<file path="src/rtl/carry_bcd_scan_display_if.sv">
// Pin bundle between the mod-8 counter stage, the carry/BCD scan display and the board.
// The master side drives the counter outputs and observes the display pins.
// The slave side is the display block.
interface carry_bcd_scan_display_if;
    logic [3:0] q_in;
    logic       qcc_in;
    logic [6:0] seg;
    logic [3:0] an;
    logic       dp;
    logic       ovf;

    modport master (
        output q_in,
        output qcc_in,
        input  seg,
        input  an,
        input  dp,
        input  ovf
    );

    modport slave (
        input  q_in,
        input  qcc_in,
        output seg,
        output an,
        output dp,
        output ovf
    );
endinterface

</file>
<file path="src/rtl/carry_bcd_scan_display.sv">
// carry_bcd_scan_display
//
// Samples the mod-8 counter's Q and carry. Counts carry rising edges in a
// 3-digit BCD counter (000-999, with an ovf pulse on wrap). Scans four
// active-low 7-segment digits: digit0 = live Q, digits 1-3 = carry count
// units/tens/hundreds.
//
// Optional build macro BLANK_LEADING_ZERO_EN blanks leading zeros on the
// hundreds and tens digits. When it is undefined, every digit shows its value.
module carry_bcd_scan_display #(
    parameter int SCAN_DIV = 50000,
    parameter int DIV_W    = 16
) (
    input logic                   cp,
    input logic                   clr_n,
    carry_bcd_scan_display_if.slave bus
);

    localparam logic [DIV_W-1:0] DIV_LAST  = DIV_W'(SCAN_DIV - 1);
    localparam logic [6:0]       SEG_BLANK = 7'b1111111;

    logic [3:0]       r_q;
    logic             r_qcc;
    logic             r_qcc_d;
    logic [3:0]       r_d1;
    logic [3:0]       r_d2;
    logic [3:0]       r_d3;
    logic             r_ovf;
    logic [DIV_W-1:0] r_div;
    logic [1:0]       r_sel;
    logic [3:0]       r_an;
    logic [6:0]       r_seg;
    logic             r_dp;

    logic             w_carry_pulse;
    logic             w_div_last;
    logic [1:0]       w_sel_nxt;
    logic [3:0]       w_nibble;
    logic             w_blank;
    logic [6:0]       w_seg;
    logic [3:0]       w_an;
    logic             w_dp;

    // Full 0-F hex decode, active-low {g,f,e,d,c,b,a}.
    function automatic logic [6:0] hex_to_seg(input logic [3:0] nib);
        logic [6:0] s;
        case (nib)
            4'h0:    s = 7'b1000000;
            4'h1:    s = 7'b1111001;
            4'h2:    s = 7'b0100100;
            4'h3:    s = 7'b0110000;
            4'h4:    s = 7'b0011001;
            4'h5:    s = 7'b0010010;
            4'h6:    s = 7'b0000010;
            4'h7:    s = 7'b1111000;
            4'h8:    s = 7'b0000000;
            4'h9:    s = 7'b0010000;
            4'hA:    s = 7'b0001000;
            4'hB:    s = 7'b0000011;
            4'hC:    s = 7'b1000110;
            4'hD:    s = 7'b0100001;
            4'hE:    s = 7'b0000110;
            default: s = 7'b0001110;
        endcase
        return s;
    endfunction

    // Input stage: register Q and carry, plus a delayed carry for edge detection.
    always_ff @(posedge cp or negedge clr_n) begin
        if (!clr_n) begin
            r_q     <= 4'd0;
            r_qcc   <= 1'b0;
            r_qcc_d <= 1'b0;
        end else begin
            r_q     <= bus.q_in;
            r_qcc   <= bus.qcc_in;
            r_qcc_d <= r_qcc;
        end
    end

    // A carry level that stays high for many cycles still counts only once.
    assign w_carry_pulse = r_qcc & ~r_qcc_d;

    // BCD carry counter with ripple between digits. ovf marks the 999->000 wrap.
    always_ff @(posedge cp or negedge clr_n) begin
        if (!clr_n) begin
            r_d1  <= 4'd0;
            r_d2  <= 4'd0;
            r_d3  <= 4'd0;
            r_ovf <= 1'b0;
        end else begin
            r_ovf <= 1'b0;
            if (w_carry_pulse) begin
                if (r_d1 == 4'd9) begin
                    r_d1 <= 4'd0;
                    if (r_d2 == 4'd9) begin
                        r_d2 <= 4'd0;
                        if (r_d3 == 4'd9) begin
                            r_d3  <= 4'd0;
                            r_ovf <= 1'b1;
                        end else begin
                            r_d3 <= r_d3 + 4'd1;
                        end
                    end else begin
                        r_d2 <= r_d2 + 4'd1;
                    end
                end else begin
                    r_d1 <= r_d1 + 4'd1;
                end
            end
        end
    end

    assign w_div_last = (r_div == DIV_LAST);
    assign w_sel_nxt  = w_div_last ? (r_sel + 2'd1) : r_sel;

    // Scan divider: each digit stays selected for SCAN_DIV cycles.
    always_ff @(posedge cp or negedge clr_n) begin
        if (!clr_n) begin
            r_div <= '0;
            r_sel <= 2'd0;
        end else begin
            r_div <= w_div_last ? '0 : (r_div + DIV_W'(1));
            r_sel <= w_sel_nxt;
        end
    end

    // Pick the digit for the upcoming select, and decide whether it is blanked.
    always_comb begin
        w_nibble = r_q;
        case (w_sel_nxt)
            2'd0:    w_nibble = r_q;
            2'd1:    w_nibble = r_d1;
            2'd2:    w_nibble = r_d2;
            default: w_nibble = r_d3;
        endcase

`ifdef BLANK_LEADING_ZERO_EN
        w_blank = ((w_sel_nxt == 2'd3) && (r_d3 == 4'd0)) ||
                  ((w_sel_nxt == 2'd2) && (r_d3 == 4'd0) && (r_d2 == 4'd0));
`else
        w_blank = 1'b0;
`endif

        w_seg = w_blank ? SEG_BLANK : hex_to_seg(w_nibble);
        w_an  = ~(4'b0001 << w_sel_nxt);
        w_dp  = (w_sel_nxt != 2'd0);
    end

    // Register the pins so a digit and its anode always change together.
    always_ff @(posedge cp or negedge clr_n) begin
        if (!clr_n) begin
            r_an  <= 4'b1110;
            r_seg <= 7'b1000000;
            r_dp  <= 1'b0;
        end else begin
            r_an  <= w_an;
            r_seg <= w_seg;
            r_dp  <= w_dp;
        end
    end

    assign bus.an  = r_an;
    assign bus.seg = r_seg;
    assign bus.dp  = r_dp;
    assign bus.ovf = r_ovf;

endmodule

</file>
<file path="src/flat_wrapper.sv">
// flat-port wrapper written by rule: the top's interface ports become plain ports
module carry_bcd_scan_display_flat 
#(
    parameter int SCAN_DIV = 50000,
    parameter int DIV_W    = 16
)
  (cp, clr_n, bus_q_in, bus_qcc_in, bus_seg, bus_an, bus_dp, bus_ovf);
  carry_bcd_scan_display_if bus_i ();
  input logic cp;
  input logic clr_n;
  input wire logic [$bits(bus_i.q_in)-1:0] bus_q_in;
  input wire logic [$bits(bus_i.qcc_in)-1:0] bus_qcc_in;
  output wire logic [$bits(bus_i.seg)-1:0] bus_seg;
  output wire logic [$bits(bus_i.an)-1:0] bus_an;
  output wire logic [$bits(bus_i.dp)-1:0] bus_dp;
  output wire logic [$bits(bus_i.ovf)-1:0] bus_ovf;
  assign bus_i.q_in = bus_q_in;
  assign bus_i.qcc_in = bus_qcc_in;
  assign bus_seg = bus_i.seg;
  assign bus_an = bus_i.an;
  assign bus_dp = bus_i.dp;
  assign bus_ovf = bus_i.ovf;
  carry_bcd_scan_display #(.SCAN_DIV(SCAN_DIV), .DIV_W(DIV_W)) u_core (.cp(cp), .clr_n(clr_n), .bus(bus_i));
endmodule
</file>
<file path="config.mk">
export PLATFORM = sky130hd
export DESIGN_NAME = carry_bcd_scan_display_flat
export DESIGN_NICKNAME = d
export VERILOG_FILES = /design/src/rtl/carry_bcd_scan_display_if.sv /design/src/rtl/carry_bcd_scan_display.sv /design/src/flat_wrapper.sv
export SDC_FILE = /design/constraint.sdc
export NUM_CORES = 1
export LEC_CHECK = 0
export ABC_AREA = 1
export CORE_MARGIN = 5
export CORE_UTILIZATION = 39
export DETAILED_ROUTE_END_ITERATION = 6
export REMOVE_ABC_BUFFERS = 1
export SKIP_CTS_REPAIR_TIMING = 1
export SLEW_MARGIN = 20
export SYNTH_ARGS = -nofsm -noshare
export SYNTH_HDL_FRONTEND = slang
export SYNTH_SLANG_ARGS = --single-unit
</file>
<file path="constraint.sdc">
create_clock -name cp -period 2.53 [get_ports cp]
set_clock_uncertainty 0.2 [all_clocks]
set_input_delay 0.506 -clock cp [delete_from_list [all_inputs] [get_ports cp]]
set_output_delay 0.506 -clock cp [all_outputs]
set_load 0.02 [all_outputs]
</file>
# Word-level counts from Yosys, hierarchy flattened
# Memories as Yosys holds them, arrays and structs flattened. A register that Yosys moved wholly into a read port is not among the register bits.
# Cells that the tools add are included.
[classes] n_addsub=5 mul=0 div=0 magnitude_cmp=0 eq_ne=6 shifts=1 muxes=10 n_bitwise=3 n_reduce_logical=5
[ops] operator="16-bit by 1-bit adder with 16-bit output (second input constant)" n=1
[ops] operator="16-bit equality test (second input constant)" n=1
[ops] operator="16-bit 2-to-1 mux" n=1
[ops] operator="4-bit by 1-bit adder with 4-bit output (second input constant)" n=3
[ops] operator="4-bit equality test (second input constant)" n=3
[ops] operator="4-bit 2-to-1 mux" n=3
[ops] operator="4-bit one-hot mux with 3 select lines" n=1
[ops] operator="1-bit 2-to-1 mux" n=4
[ops] operator="4-bit NOT" n=1
[ops] operator="1-bit by 2-bit left shift with 4-bit output (first input constant)" n=1
[ops] operator="3-bit AND reduction" n=1
[ops] operator="2-bit by 1-bit adder with 2-bit output (second input constant)" n=1
[ops] operator="2-bit by 1-bit equality test with 1-bit output (second input constant)" n=1
[ops] operator="2-bit equality test (second input constant)" n=1
[ops] operator="2-bit logical NOT" n=1
[ops] operator="2-bit 2-to-1 mux" n=1
[ops] operator="2-bit AND reduction" n=1
[ops] operator="2-bit nonzero test" n=1
[ops] operator="1-bit bitwise AND" n=1
[ops] operator="1-bit logical NOT" n=1
[ops] operator="1-bit NOT" n=1
[totals] regBits=42 latch_bits=0 ram_bits=0 mem_bits_ro=112 input_bits=7 output_inout_bits=13 wordCells=42 mem_count=1
[mem_list] memory="(no name shown)" words=16 width=7 rd=1 rd_ports_with_merged_regs=1 write_ports=0 line_no="carry_bcd_scan_display.sv:47" text="case (nib)"

# Longest topological paths before layout
# Gate-level depths: netlist (run 1).
[depth] word_depth=5 depth_mapped=17 mapped_depth_nobuf=17

# Least setup slack after synthesis (run 1)
# Ideal clock, no wire load.
[synth_timing] path_type="reg2reg" from="register u_core.r_div[0]" to="register u_core.r_seg[3] (netlist: u_core.bus.seg[3])" setup_ps=65 arrival_ps=2069 t_required_ps=2265 setup_slack_ps=195 path_stages_with_launch=15 n_path_buf=1 path_cell_list="dfrtp_1 > ha_1 > nand3_4 > nor2_4 > nand2_4 > nand2_1 > nand2_1 > buf_6 > nand3_1 > nand3_1 > nor2_1 > ha_1 > nand3_1 > nand3_1 > nand2_1"
[synth_via] elab_chain_len=4 word_cells_on_any_way=6 cone_classes="3 x eq/ne; 2 x mux; 1 x reduce/logical"
[synth_lines] item="start, declared" line_no="carry_bcd_scan_display.sv:29" text="logic [DIV_W-1:0] r_div;"
[synth_lines] item="start signal, assigned" line_no="carry_bcd_scan_display.sv:123" text="r_div <= w_div_last ? '0 : (r_div + DIV_W'(1));"
[synth_lines] item="16-bit equality test *" line_no="carry_bcd_scan_display.sv:114" text="assign w_div_last = (r_div == DIV_LAST);"
[synth_lines] item="2-bit 2-to-1 mux *" line_no="carry_bcd_scan_display.sv:115" text="assign w_sel_nxt = w_div_last ? (r_sel + 2'd1) : r_sel;"
[synth_lines] item="2-bit equality test (tied with other cells)" line_no="carry_bcd_scan_display.sv:131" text="case (w_sel_nxt)"
[synth_lines] item="4-bit one-hot mux with 3 select lines *" line_no="carry_bcd_scan_display.sv:131"
[synth_lines] item="end, declared" line_no="carry_bcd_scan_display.sv:32" text="logic [6:0] r_seg;"
# Every way passes the cells marked *; elsewhere a longest branch is shown, timed or not.
# A chain may end at the register's enable or synchronous reset.

# Worst setup path after layout (run 1)
[layout_timing] from="register u_core.r_div[0]" to="register u_core.r_seg[3] (netlist: u_core.bus.seg[3])"
[layout_via] elab_chain_len=4 word_cells_on_any_way=6 cone_classes="3 x eq/ne; 2 x mux; 1 x reduce/logical"
[layout_lines] item="16-bit equality test *" line_no="carry_bcd_scan_display.sv:114"
[layout_lines] item="2-bit 2-to-1 mux *" line_no="carry_bcd_scan_display.sv:115"
[layout_lines] item="via u_core.w_sel_nxt[0]" line_no="carry_bcd_scan_display.sv:37" text="logic [1:0] w_sel_nxt;"
[layout_lines] item="2-bit equality test (tied with other cells)" line_no="carry_bcd_scan_display.sv:131"
[layout_lines] item="4-bit one-hot mux with 3 select lines *" line_no="carry_bcd_scan_display.sv:131"
# Mark *: on every way through the listed nets, which the timed path passes. The rest lies on a longest branch.

==> results by group, run 1 <==
Floorplanning
  • Initial core utilization: 0.401
  • Core Box Area: 0.00635 mm²
  • Horiz. Die Dim: about 91 µm
  • Die area: 0.00824 mm²
  • Top-level I/O count: 20
  • Row Count: 29
  • Die height: 90.8 µm

CTS
  • CTS tree: yes
  • Max H-tree Level: 2
  • CTS clock-pin slew for the worst setup and hold paths: 100 ps
  • Clock Latency Late Sink: 310 ps
  • CTS sink cnt: 48
  • Root buffer cell: clkbuf_8
  • Num CTS Buffers: 5
  • Clock tree buffer depth: 2

Setup path
  • R2R cell count: 14
  • Critical Path AT: 2340 ps
  • Register-to-register path setup slack: 200 ps
  • Startpoint types: flop
  • RR Endpoint: u_core.bus.seg[3]$_DFF_PN0_
  • CP required: 2540 ps
  • Critical Setup Path Class: flop to flop
  • Crit-path max FO: 8
  • Crit end category: flop
  • Reg-to-reg startpoint: u_core.r_div[0]$_DFF_PN0_

Synth
  • Sequential area share after synthesis: 0.474
  • Most common cell in the synthesized netlist: nand2_1
  • Ys Warns: 0
  • Synth top area share: 0.432
  • Avg Inst Size Synth: 8.63 µm²
  • Mapped Cells: 295
  • Synth area leaders: dfrtp_1 43%, nand2_1 7.5%, inv_1 6.5%
  • Yosys cell types: 35
  • Ys async rst share: 1.00
  • Cell accounting for the most synthesized area: dfrtp_1
  • Yosys reg bits: 48
  • Synthesized area: 0.00255 mm²
  • EDFF count, synth: 0
  • Commonest cells post-synth: 51 x nand2_1, 44 x dfrtp_1, 44 x inv_1, 34 x nor2_1, 32 x nand3_1
  • Top_reg_cell synth: dfrtp_1

STA
  • Slew Limit Fails: 0
  • Worst slew margin: 0.618
  • Setup tns final: 0 ps
  • Setup violators final: 0
  • Minimum clock period: 2330 ps
  • Final Hold Viols: 20
  • Final worst-path cycle share: 0.921
  • Worst Tran Pin Value: 573 ps
  • Hold_ws: -15.5 ps
  • Fmax: 0.429 GHz
  • Worst setup margin: 200 ps

Hold path
  • Hold Path Class: input port to asynchronous set/reset pin

Pwr
  • Clock power frac: 0.314
  • Sw Pwr: 0.442 mW
  • Combinational share of power: 0.116
  • Leakage: ~1.5 nW
  • Cell Int Power: 1.10 mW
  • Flop pwr share: 0.569
  • Power density over the cells: 518 mW/mm²
  • Net Sw Frac: 0.286
  • Maximum VDD drop: 219 µV

Finish
  • Fill count: 615
  • Register area: 0.00121 mm²
  • Nets: 339
  • Final Util: 0.470
  • Footprint of the multi-input gates: 0.00115 mm²
  • Fin area: 0.00298 mm²
  • Area grow syn2layout: 17.2%
  • Share of cells above drive strength 1: 0.178
  • Antenna cells: 0

Global route
  • Initial antenna violation count: 0
  • Vias in the first global route: 1845
  • Total GRT Usage: 0.123
  • First-pass GRT wire length: 8.40 mm
  • GRT overflow: 0
  • Largest net degree at the start of global routing: 26

Placement
  • Detailed Place HPWL: 3.49 mm
  • Place WS: -3.50 ps
  • Placer Congestion: 0.859
  • Placed cell areas: 0.00284 mm²
  • Number of port buffers: 19

Outcome
  • Failing checks: negative hold slack
  • Status: finished with violations

Routing
  • Post-route antenna net violation count: 0
  • Drt via density: between 4 and 5
  • Drt first pass iters: 4
  • Detailed Route Iter0 Violations: 55
  • Vias: 1918
  • DRC: 0
  • WL/cell: 11.4 µm
  • DRT Wirelength: about 4.6 mm

Run
  • Maxcap violations: 0
-- registers in the layout, summed over array words and instances, names as in the netlist --
register / flops
u_core.bus.seg: 7
u_core.r_sel: 2
u_core.bus.ovf: 1
u_core.r_d2: 4
u_core.r_div: 16
u_core.bus.an: 4
u_core.r_qcc_d: 1
u_core.r_d3: 4
u_core.r_q: 4
u_core.r_qcc: 1
u_core.r_d1: 4
-- layout make-up --
class / count / area share
inverters: 47 / 0.0591
well taps: 77 / 0.0323
clock buffers: 5 / 0.0231
multi-input cells: 196 / 0.387
clock inverters: 3 / 0.00839
flip-flops and latches: 48 / 0.404
repair buffers: 27 / 0.0864
-- critical path, stage by stage (launching register included) --
cell and delay [ps]:
dfrtp_1 400, ha_2 210, nand3_4 140, nor2_4 50, nand2_4 110, nand2_2 70, nand2_4 90, o21ai_0 80
nand3_1 120, nand2_2 100, buf_4 150, ha_1 290, nand3_1 70, nand3_1 90, nand2_1 50
-- per-layer routing --
layer | up-vias | global-route usage | wire (µm)
met5 | - | 0 | 0
met4 | 0 | 0.0526 | 99
met3 | 8 | 0.0292 | 167
met2 | 26 | 0.182 | 2010
met1 | 889 | 0.172 | 2320
li1 | 995 | - | -
-- cell usage in the layout, fill, tap and decap left out, types with 6 or more instances in the layout --
cell type	synthesis	routed
inv_1	44	44
buf_4	1	7
nand3_1	32	31
a21oi_1	9	9
nand2_2	5	7
nand2_1	51	48
nor2_1	34	33
dfrtp_1	44	44
o21ai_0	10	10
nor3_1	7	7
clkdlybuf4s50_1	0	18
nor2_4	6	6
-- stage by stage --
| step | power [mW] | instances |
|---|---|---|
| finish | 1.55 | 403 |
| global route | 1.64 | 403 |
| CTS | 1.57 | 399 |
| detailed placement | 1.07 | 391 |
| global placement | 1.07 | 391 |
| floorplan | 0.993 | 291 |
-- logic make-up after synthesis --
kind of cell    Yosys count  share of synthesized area
compound gates           27                     0.0668
xor+xnor                  6                     0.0206
fa+ha+maj                 7                     0.0344
buf+inv                  51                     0.0830
flops                    48                      0.474
simple gates            156                      0.321
-- how the worst max path moves through the flow --
stage	startpoint	end	slack, ps	cells past startpoint
2_1_floorplan	u_core.r_div[0]$_DFF_PN0_	u_core.bus.seg[3]$_DFF_PN0_	50	13
3_3_place_gp	u_core.r_div[0]$_DFF_PN0_	u_core.bus.seg[5]$_DFF_PN0_	70	15
3_5_place_dp	u_core.r_div[0]$_DFF_PN0_	u_core.bus.seg[3]$_DFF_PN0_	-3	15
4_1_cts	u_core.r_div[0]$_DFF_PN0_	u_core.bus.seg[3]$_DFF_PN0_	-40	15
5_1_grt	u_core.r_div[0]$_DFF_PN0_	u_core.bus.seg[3]$_DFF_PN0_	-20	13
6_report	u_core.r_div[0]$_DFF_PN0_	u_core.bus.seg[3]$_DFF_PN0_	200	14
-- power groups by stage --
stage	Clock, mW	Combinational, mW	Sequential [mW]
floorplan	0	0.102	0.891
global placement	0	0.175	0.892
finish	0.486	0.180	0.880
detailed placement	0	0.179	0.894
CTS	0.508	0.180	0.880
global route	0.538	0.210	0.891
(Power assumes the default switching activity.)
==> inputs of run 2 (changes only) <==
--- a/config.mk
+++ b/config.mk
@@ -6,7 +6,6 @@
 export NUM_CORES = 1
 export LEC_CHECK = 0
 export ABC_AREA = 1
-export CORE_MARGIN = 5
 export CORE_UTILIZATION = 39
 export DETAILED_ROUTE_END_ITERATION = 6
 export REMOVE_ABC_BUFFERS = 1
==> run 2 against run 1 <==
- the run now ends clean
- sequential share of layout area shrank 0.47 points
- critical path type unchanged
- combinational power about the same
- power is 4.9% higher
- non-clock buffer count increased by 1
- largest cell class unchanged
- largest power group unchanged
==> results by group, run 2 (synthesis results as in run 1) <==
Outcome
  • Status: complete, no violations (was finished with violations)

Finish
  • Share of cells above drive strength 1: 0.174 (was 0.178)
  • Antenna cells: 0 (unchanged)
  • Final Util: 0.478 (was 0.470)
  • Nets: 340 (was 339)
  • Max reg flops: 16 (unchanged)
  • Most common cell after layout, fill and taps aside: nand2_1 (unchanged)
  • Commonest non-fill, non-tap cells in the layout: 48 x nand2_1, 44 x inv_1, 44 x dfrtp_1 (unchanged)
  • Largest Register: u_core.r_div (unchanged)
  • Area grow syn2layout: 18.6% (was 17.2%)
  • Non-Filler Instances: 404 (was 403)

Floorplanning
  • Die area: 0.00686 mm² (was 0.00824 mm²)
  • Row Count: 29 (unchanged)
  • Top-level I/O count: 20 (unchanged)
  • Horiz. Die Dim: 82.8 µm (was 90.8 µm)
  • Initial core utilization: 0.403 (was 0.401)
  • Die height: 82.8 µm (was 90.8 µm)
  • Core Box Area: 0.00631 mm² (was 0.00635 mm²)

Routing
  • Drt first pass iters: 4 (unchanged)
  • DRC: 0 (unchanged)
  • Drt via density: 4.69 (was 4.76)
  • Detailed Route Iter0 Violations: 91 (was 55)
  • Post-route antenna net violation count: 0 (unchanged)
  • WL/cell: 11.3 µm (was 11.4 µm)
  • DRT Wirelength: 4.55 mm (was 4.60 mm)
  • Vias: 1894 (was 1918)

CTS
  • Clock Latency Late Sink: 300 ps (was 310 ps)
  • CTS sink cnt: 48 (unchanged)
  • Max H-tree Level: 2 (unchanged)
  • Num CTS Buffers: 5 (unchanged)
  • CTS clock-pin slew for the worst setup and hold paths: 100 ps (about the same)
  • Root buffer cell: clkbuf_8 (unchanged)
  • Clock tree buffer depth: 2 (unchanged)
  • CTS tree: yes (unchanged)

Global route
  • First-pass GRT wire length: 8.31 mm (was 8.40 mm)
  • Total GRT Usage: 0.148 (was 0.123)
  • Initial antenna violation count: 0 (unchanged)
  • Vias in the first global route: 1879 (was 1845)
  • Largest net degree at the start of global routing: 27 (was 26)
  • GRT overflow: 0 (unchanged)

Pwr
  • Maximum VDD drop: 265 µV (was 219 µV)
  • Leakage: 1.49 nW (was 1.47 nW)
  • Power density over the cells: 537 mW/mm² (was 518 mW/mm²)

STA
  • Worst slew margin: 0.654 (was 0.618)
  • Final Hold Viols: 0 (was 20)
  • Worst Tran Pin Value: 519 ps (was 573 ps)
  • Fmax: 0.429 GHz (about the same)
  • Setup tns final: 0 ps (unchanged)
  • Setup violators final: 0 (unchanged)
  • Minimum clock period: 2330 ps (about the same)
  • Hold_ws: 199 ps (was -15.5 ps)
  • Final worst-path cycle share: 0.921 (about the same)
  • Slew Limit Fails: 0 (unchanged)

Setup path
  • Crit end category: flop (unchanged)
  • Startpoint types: flop (unchanged)
  • R2R cell count: 15 (was 14)
  • Critical Setup Path Class: flop to flop (unchanged)
  • CP required: 2530 ps (was 2540 ps)
  • Crit-path max FO: 8 (unchanged)
  • Critical Path AT: 2330 ps (was 2340 ps)

Placement
  • Placer Congestion: 0.818 (was 0.859)
  • Number of port buffers: 19 (unchanged)
  • Cell count after placement: 392 (was 391)
  • Detailed Place HPWL: 3.43 mm (was 3.49 mm)

Run
  • Maxcap violations: 0 (unchanged)

Hold path
  • Hold depth: 0
  • Hold Path Class: flop to flop (was input port to asynchronous set/reset pin)
## run 2: stage by stage
| step | total power [mW] | setup WS (ps) | instance area [µm²] |
|---|---|---|---|
| floorplan | 0.993 | 53.1 | 2510 |
| global placement | 1.07 | 119 | 2840 |
| detailed placement | 1.07 | 5.05 | 2840 |
| CTS | 1.65 | 12.8 | 2960 |
| global route | 1.72 | -13.7 | 3020 |
| finish | 1.62 | 200 | 3020 |
## run 2: per-layer routing
layer  global-route usage  vias up  part of all wire
met3               0.0298        5             0.029
met5                    0        -                 0
met4               0.0439        0             0.012
li1                     -      994                 -
met2                0.236       25              0.46
met1                0.205      870              0.50
## run 2: cell type report
cell class                      instances  area [µm²]
Clock inverter                          3        47.5
Multi-Input combinational cell        196        1160
Timing Repair Buffer                   28         268
Inverter                               47         176
Tap cell                               77        96.3
Fill cell                             620        3290
Sequential cell                        48        1210
Clock buffer                            5        68.8
## run 2: critical path: stages, from the launching register on
cell and delay (ps):
dfrtp_1 410, nor2_1 170, nand2_2 120, nor2_4 150, nand2_4 90, nand2_2 90, nand2_4 70, o21ai_0 80
nand3_1 120, nand2_2 140, inv_1 90, ha_1 220, nand3_2 100, nand2_1 60, nand2_1 50, nand2_1 50
## run 2: report_power, final
part	total, mW	leakage, nW	switching, mW	internal, mW
Combinational	0.179	0.824	0.103	0.0758
Clock	0.562	0.0583	0.264	0.298
Sequential	0.880	0.609	0.0533	0.826
Total	1.62	1.49	0.421	1.20
## run 2: path summary, 6_finish.rpt
kind | start | end | slack (ps)
worst min-delay path | u_core.r_qcc$_DFF_PN0_ | u_core.r_qcc_d$_DFF_PN0_ | 200
max in group asynchronous | clr_n | u_core.bus.an[1]$_DFF_PN1_ | 1040
min in group asynchronous | clr_n | u_core.r_d3[1]$_DFFE_PN0P_ | 500
worst max-delay path | u_core.r_div[5]$_DFF_PN0_ | u_core.bus.seg[3]$_DFF_PN0_ | 200
worst min register to register | u_core.r_qcc$_DFF_PN0_ | u_core.r_qcc_d$_DFF_PN0_ | 200
worst max register to register | u_core.r_div[5]$_DFF_PN0_ | u_core.bus.seg[3]$_DFF_PN0_ | 200
